**src/rtl/cpu_pkg.sv**
```systemverilog
// Shared constants for the 8-bit processor control path: opcodes,
// ALU select codes, sequencer state encoding and the decoder bundle.
package cpu_pkg;

    localparam logic [7:0] OP_LOADI = 8'h00;
    localparam logic [7:0] OP_MOV   = 8'h01;
    localparam logic [7:0] OP_ADD   = 8'h02;
    localparam logic [7:0] OP_SUB   = 8'h03;
    localparam logic [7:0] OP_AND   = 8'h04;
    localparam logic [7:0] OP_OR    = 8'h05;
    localparam logic [7:0] OP_J     = 8'h06;
    localparam logic [7:0] OP_BEQ   = 8'h07;

    localparam logic [2:0] ALU_FWD = 3'b000;
    localparam logic [2:0] ALU_ADD = 3'b001;
    localparam logic [2:0] ALU_AND = 3'b010;
    localparam logic [2:0] ALU_OR  = 3'b011;

    localparam logic [0:0] ST_RUN  = 1'b0;
    localparam logic [0:0] ST_HALT = 1'b1;

    typedef struct packed {
        logic [2:0] aluop;
        logic       wr_en;
        logic       imm_sel;
        logic       neg_sel;
        logic       illegal;
        logic       is_j;
        logic       is_beq;
    } dec_t;

endpackage

```
**src/rtl/cpu_control_pc_instr_decoder.sv**
```systemverilog
// Opcode decoder: pure combinational map from the opcode byte to the
// ALU select, datapath strobes and the branch/jump/illegal flags.
module instr_decoder
    import cpu_pkg::*;
(
    input  logic [7:0] opcode_i,
    output dec_t       dec_o
);

    // Anything outside 0x00..0x07 is illegal and leaves all strobes low.
    always_comb begin
        dec_o = '0;
        case (opcode_i)
            OP_LOADI: begin
                dec_o.aluop   = ALU_FWD;
                dec_o.imm_sel = 1'b1;
                dec_o.wr_en   = 1'b1;
            end
            OP_MOV: begin
                dec_o.aluop = ALU_FWD;
                dec_o.wr_en = 1'b1;
            end
            OP_ADD: begin
                dec_o.aluop = ALU_ADD;
                dec_o.wr_en = 1'b1;
            end
            OP_SUB: begin
                dec_o.aluop   = ALU_ADD;
                dec_o.neg_sel = 1'b1;
                dec_o.wr_en   = 1'b1;
            end
            OP_AND: begin
                dec_o.aluop = ALU_AND;
                dec_o.wr_en = 1'b1;
            end
            OP_OR: begin
                dec_o.aluop = ALU_OR;
                dec_o.wr_en = 1'b1;
            end
            OP_J: begin
                dec_o.aluop = ALU_FWD;
                dec_o.is_j  = 1'b1;
            end
            OP_BEQ: begin
                dec_o.aluop   = ALU_ADD;
                dec_o.neg_sel = 1'b1;
                dec_o.is_beq  = 1'b1;
            end
            default: begin
                dec_o.illegal = 1'b1;
            end
        endcase
    end

endmodule

```
**src/rtl/cpu_control_pc.sv**
```systemverilog
// Instruction sequencer: program counter, branch/jump target, run/halt
// state machine and retired-instruction counter.
//
//   state   | meaning
//   --------+-------------------------------------------------------
//   ST_RUN  | fetch/execute; PC advances and RETIRED counts each cycle
//   ST_HALT | illegal opcode seen; PC/RETIRED frozen until reset
module cpu_control_pc
    import cpu_pkg::*;
#(
    parameter logic [31:0] RESET_PC = 32'h0000_0000,
    parameter int          CNT_W    = 16
) (
    input  logic             CLK,
    input  logic             RESET,
    input  logic [31:0]      INSTRUCTION,
    input  logic             ZERO,
    output logic [31:0]      PC,
    output logic [2:0]       ALUOP,
    output logic             WRITEENABLE,
    output logic             IMM_SEL,
    output logic             NEG_SEL,
    output logic             HALTED,
    output logic [CNT_W-1:0] RETIRED
);

    logic [31:0]      pc_q, pc_d;
    logic [0:0]       state_q, state_d;
    logic [CNT_W-1:0] retired_q, retired_d;

    dec_t        dec;
    logic        run_en;
    logic        take_target;
    logic [31:0] pc_plus4;
    logic [31:0] offset_ext;
    logic [31:0] target;
    logic        unused_fields;

    instr_decoder u_dec (
        .opcode_i (INSTRUCTION[31:24]),
        .dec_o    (dec)
    );

    // Register operand fields are consumed by the datapath, not here.
    assign unused_fields = ^INSTRUCTION[15:0];

    assign run_en = RESET && (state_q == ST_RUN);

    assign pc_plus4    = pc_q + 32'd4;
    assign offset_ext  = {{22{INSTRUCTION[23]}}, INSTRUCTION[23:16], 2'b00};
    assign target      = pc_plus4 + offset_ext;
    assign take_target = dec.is_j || (dec.is_beq && ZERO);

    // Control strobes are only meaningful while running and out of reset.
    assign ALUOP       = run_en ? dec.aluop : ALU_FWD;
    assign WRITEENABLE = run_en && dec.wr_en;
    assign IMM_SEL     = run_en && dec.imm_sel;
    assign NEG_SEL     = run_en && dec.neg_sel;

    assign HALTED  = (state_q == ST_HALT);
    assign PC      = pc_q;
    assign RETIRED = retired_q;

    // Next-state: advance PC and count while running; an illegal opcode
    // freezes everything on the cycle it is seen.
    always_comb begin
        pc_d      = pc_q;
        state_d   = state_q;
        retired_d = retired_q;
        if (state_q == ST_RUN) begin
            if (dec.illegal) begin
                state_d = ST_HALT;
            end else begin
                pc_d      = take_target ? target : pc_plus4;
                retired_d = retired_q + 1'b1;
            end
        end
    end

    // State registers with synchronous active-low reset taking priority.
    always_ff @(posedge CLK) begin
        if (!RESET) begin
            pc_q      <= RESET_PC;
            state_q   <= ST_RUN;
            retired_q <= '0;
        end else begin
            pc_q      <= pc_d;
            state_q   <= state_d;
            retired_q <= retired_d;
        end
    end

endmodule

```
**config.mk**
```make
export PLATFORM = sky130hd
export DESIGN_NAME = cpu_control_pc
export DESIGN_NICKNAME = d
export VERILOG_FILES = /design/src/rtl/cpu_pkg.sv /design/src/rtl/cpu_control_pc_instr_decoder.sv /design/src/rtl/cpu_control_pc.sv
export SDC_FILE = /design/constraint.sdc
export NUM_CORES = 1
export LEC_CHECK = 0
export ABC_AREA = 1
export BUFFER_PORTS_ARGS = -buffer_cell sky130_fd_sc_hd__buf_2
export CORE_MARGIN = 2
export CORE_UTILIZATION = 30
export CTS_CLUSTER_DIAMETER = 150
export CTS_CLUSTER_SIZE = 8
export DETAILED_ROUTE_END_ITERATION = 6
export PLACE_DENSITY_LB_ADDON = 0.05
export SYNTH_ARGS = -nofsm -noshare
export SYNTH_HDL_FRONTEND = slang
export SYNTH_HIERARCHICAL = 1
export SYNTH_SLANG_ARGS = --single-unit
```
**constraint.sdc**
```tcl
create_clock -name CLK -period 6.6 [get_ports CLK]
set_input_delay 0.99 -clock CLK [delete_from_list [all_inputs] [get_ports CLK]]
set_output_delay 0.99 -clock CLK [all_outputs]
set_load 0.01 [all_outputs]
```
==> out/results.ini <==
[clock_tree]
postCtsSetupBuffers = 0
cts_tree = built
root_buffer = clkbuf_16
clockBufferDepth = 2
clock-sinks = 47
numCtsBuffers = 5
htree_num_levels = 2
cts.clk_slew.worst_paths_ps = 70
clock_latency_ps = 300
cts-resized-gates = 0
cts_hold_buf = 0

[power]
swShare_pct = 29.78
pwr-share-comb_pct = 15.2
pwr-share-seq_pct = 44.1
cellLeakagePower_nw = 3.291
p_per_area_nw_per_um2 = 106.3
internal_power_mw = 0.4612
p_clk_share_pct = 40.8
total_power_mw = 0.6568
p_sw_mw = 0.1956
peakVddDrop_mv = 0.1078

[grt]
antenna_found_initial = 0
grtUsageTotal_pct = 19.43
grt.busiest_layer = met2
grt_pass1_wl_um = 29790
met3_usage_pct = 1.347
first_global_vias = 5512
grt_overflow_total = 0
grt_use_met1_pct = 26.98
grt_start_max_net_pins = 36
grt.met2_usage_pct = 33.25

[place]
port_buffers = 70
place_inst = 1245
hpwl_um = 15400
placed_cell_area_um2 = 6028
gp_congestion = 0.8422
preCtsSetupSlack_ps = 2954

[outcome]
outcome = complete, no violations

[sta]
slew_viol_final = 0
fin_skew_ps = 5.192
slew_headroom_pct = 42.98
finalCriticalPeriod_ps = 3395
finalSetupViolations = 0
fmaxAchievable_mhz = 294.6
worst_pin_slew_ps = 852.1
tns_ps = 0
rsz0062_at_grt = false
finalCritPeriodShare_pct = 51.43
fin_ws_ps = 3205
finalHoldViolations = 0

[layout]
final_cell_mix = nand2_1 (300), inv_1 (158), nor2_1 (93)
layout.cells.non_filler = 1253
nets = 1097
insertedDiodeCount = 0
regArea_um2 = 940.9
final_common_cell = nand2_1
drive_gt1_share_pct = 13.28
area_growth_pct = 13.57
multi_input_area_um2 = 3824
final_cell_area_um2 = 6177
fillers = 2110

[critical_path]
crit_type = reg -> reg
rr_worst_depth = 16
r2r_start = PC[2]
r2r-end = PC[22]
path_max_fanout = 8
worst_setup_path_start_kind = flip-flop
arrival_ps = 3620
critPathRequiredTime_ps = 6830
r2r_slack_ps = 3210
crit_path_end_kind = flip-flop

[yosys]
syn_area_um2 = 5439
ys_types = 42
ys_seq_area_share_pct = 17.30
netlist_instances = 958
yosys_warnings = 6
ys_seq_elements = 47
synth.avg_cell_area_um2 = 5.677

[min_path]
whs_endpoint = RETIRED[7]
holdPathStages = 2
min-delay-start = RETIRED[7]
hold_class = reg -> reg

[floorplanning]
core_area_um2 = 17900
fp-row-count = 49
fp.dieArea_um2 = 19220
dieWidth_um = 138.6
die_h_um = 138.6
io_pins = 90
initial_core_util_pct = 30.38

[routing]
wl_um = 18780
ant_nets = 0
drtIter0Drc = 359
first_pass_iters = 4
avgRoutedWirePerCell_um = 14.99
vias_per_cell = 4.623
route.vias.total = 5793
drc = 0

[run]
drv_cap = 0

## final cells by class
cell class | count | area share [%]
well taps | 229 | 4.638
flip-flops and latches | 47 | 15.23
clock buffers | 5 | 2.026
repair buffers | 73 | 6.036
inverters | 161 | 9.783
clock inverters | 3 | 0.3848
multi-input cells | 735 | 61.90
## synthesized netlist by cell type, drive strengths merged
cell      n  area, um^2
nand2   311        1200
inv     160       600.6
nor2    114       515.5
nand3    88       450.4
a21oi    49       275.3
dfxtp    47       940.9
o21ai    41       209.0
ha       38       475.5
nand4    19       125.1
xor2     15       138.9
a31oi    12       75.07
clkbuf    9       33.78
o21bai    9       67.56
or2       8       50.05
buf       7       45.04
nor3      6       35.03
xnor2     5       43.79
and2      4       25.02
nand3b    3       22.52
a21o      2       15.01
a32o      2       20.02
conb      2       7.510
nor3b     2       20.02
o21a      2       15.01
a22o      1       8.760
clkinv    1       3.750
fa        1       20.02
## power groups by stage
stage | clock, mW | combinational, mW | sequential (mW)
final | 0.268 | 0.0997 | 0.289
after global routing | 0.284 | 0.114 | 0.290
after CTS | 0.278 | 0.101 | 0.289
after detailed placement | 0 | 0.100 | 0.296
after global placement | 0 | 0.101 | 0.296
after floorplan | 0 | 0.0667 | 0.296
## per-stage QoR
step | hold slack, ps | utilization [%]
after floorplan | 495.2 | -
after global placement | 473.8 | 33.67
after detailed placement | 471.6 | 33.67
after CTS | 486.1 | 34.51
after global routing | 519.3 | 34.51
final | 489.4 | 34.51
## state kept, by name (all words and copies together) (netlist names)
signal	cells
RETIRED	16
HALTED	1
PC	30
## worst max-delay path, stage by stage (launching register included)
cell and delay [ps]:
dfxtp_1 500, ha_1 250, inv_1 80, nor2_4 210, inv_2 50, nor2_2 200
xor2_1 170, inv_1 110, ha_1 370, nand2_1 130, nor2_1 160, inv_1 80
nor2_1 270, nand4_1 210, nand4_1 130, nand3_1 190, a21oi_1 200
## per-layer routing
| metal | vias to the layer above | routed length, um |
|---|---|---|
| met1 | 2516 | 9140 |
| met5 | - | 0 |
| li1 | 3159 | - |
| met2 | 104 | 8600 |
| met3 | 14 | 749 |
| met4 | 0 | 289 |
## logic make-up after synthesis
group | Yosys count | share of synthesized area [%]
buffers and inverters | 177 | 12.56
other | 2 | 0.1381
flip-flops | 47 | 17.30
XOR/XNOR | 20 | 3.359
AO/OA/AOI/OAI | 118 | 12.61
adder cells (fa/ha/maj) | 39 | 9.110
AND/OR/NAND/NOR | 555 | 44.93
## how the worst max path moves through the flow
stage,startpoint,endpoint,slack [ps],cells past startpoint
4_1_cts,PC[2],PC[22],3200,16
5_1_grt,PC[2],PC[24],2870,19
3_3_place_gp,INSTRUCTION[31],RETIRED[15],2970,12
3_5_place_dp,INSTRUCTION[31],RETIRED[15],2950,12
2_1_floorplan,PC[2],PC[15],3990,16
6_report,PC[2],PC[22],3210,16
Power figures use the tool's default switching activity.
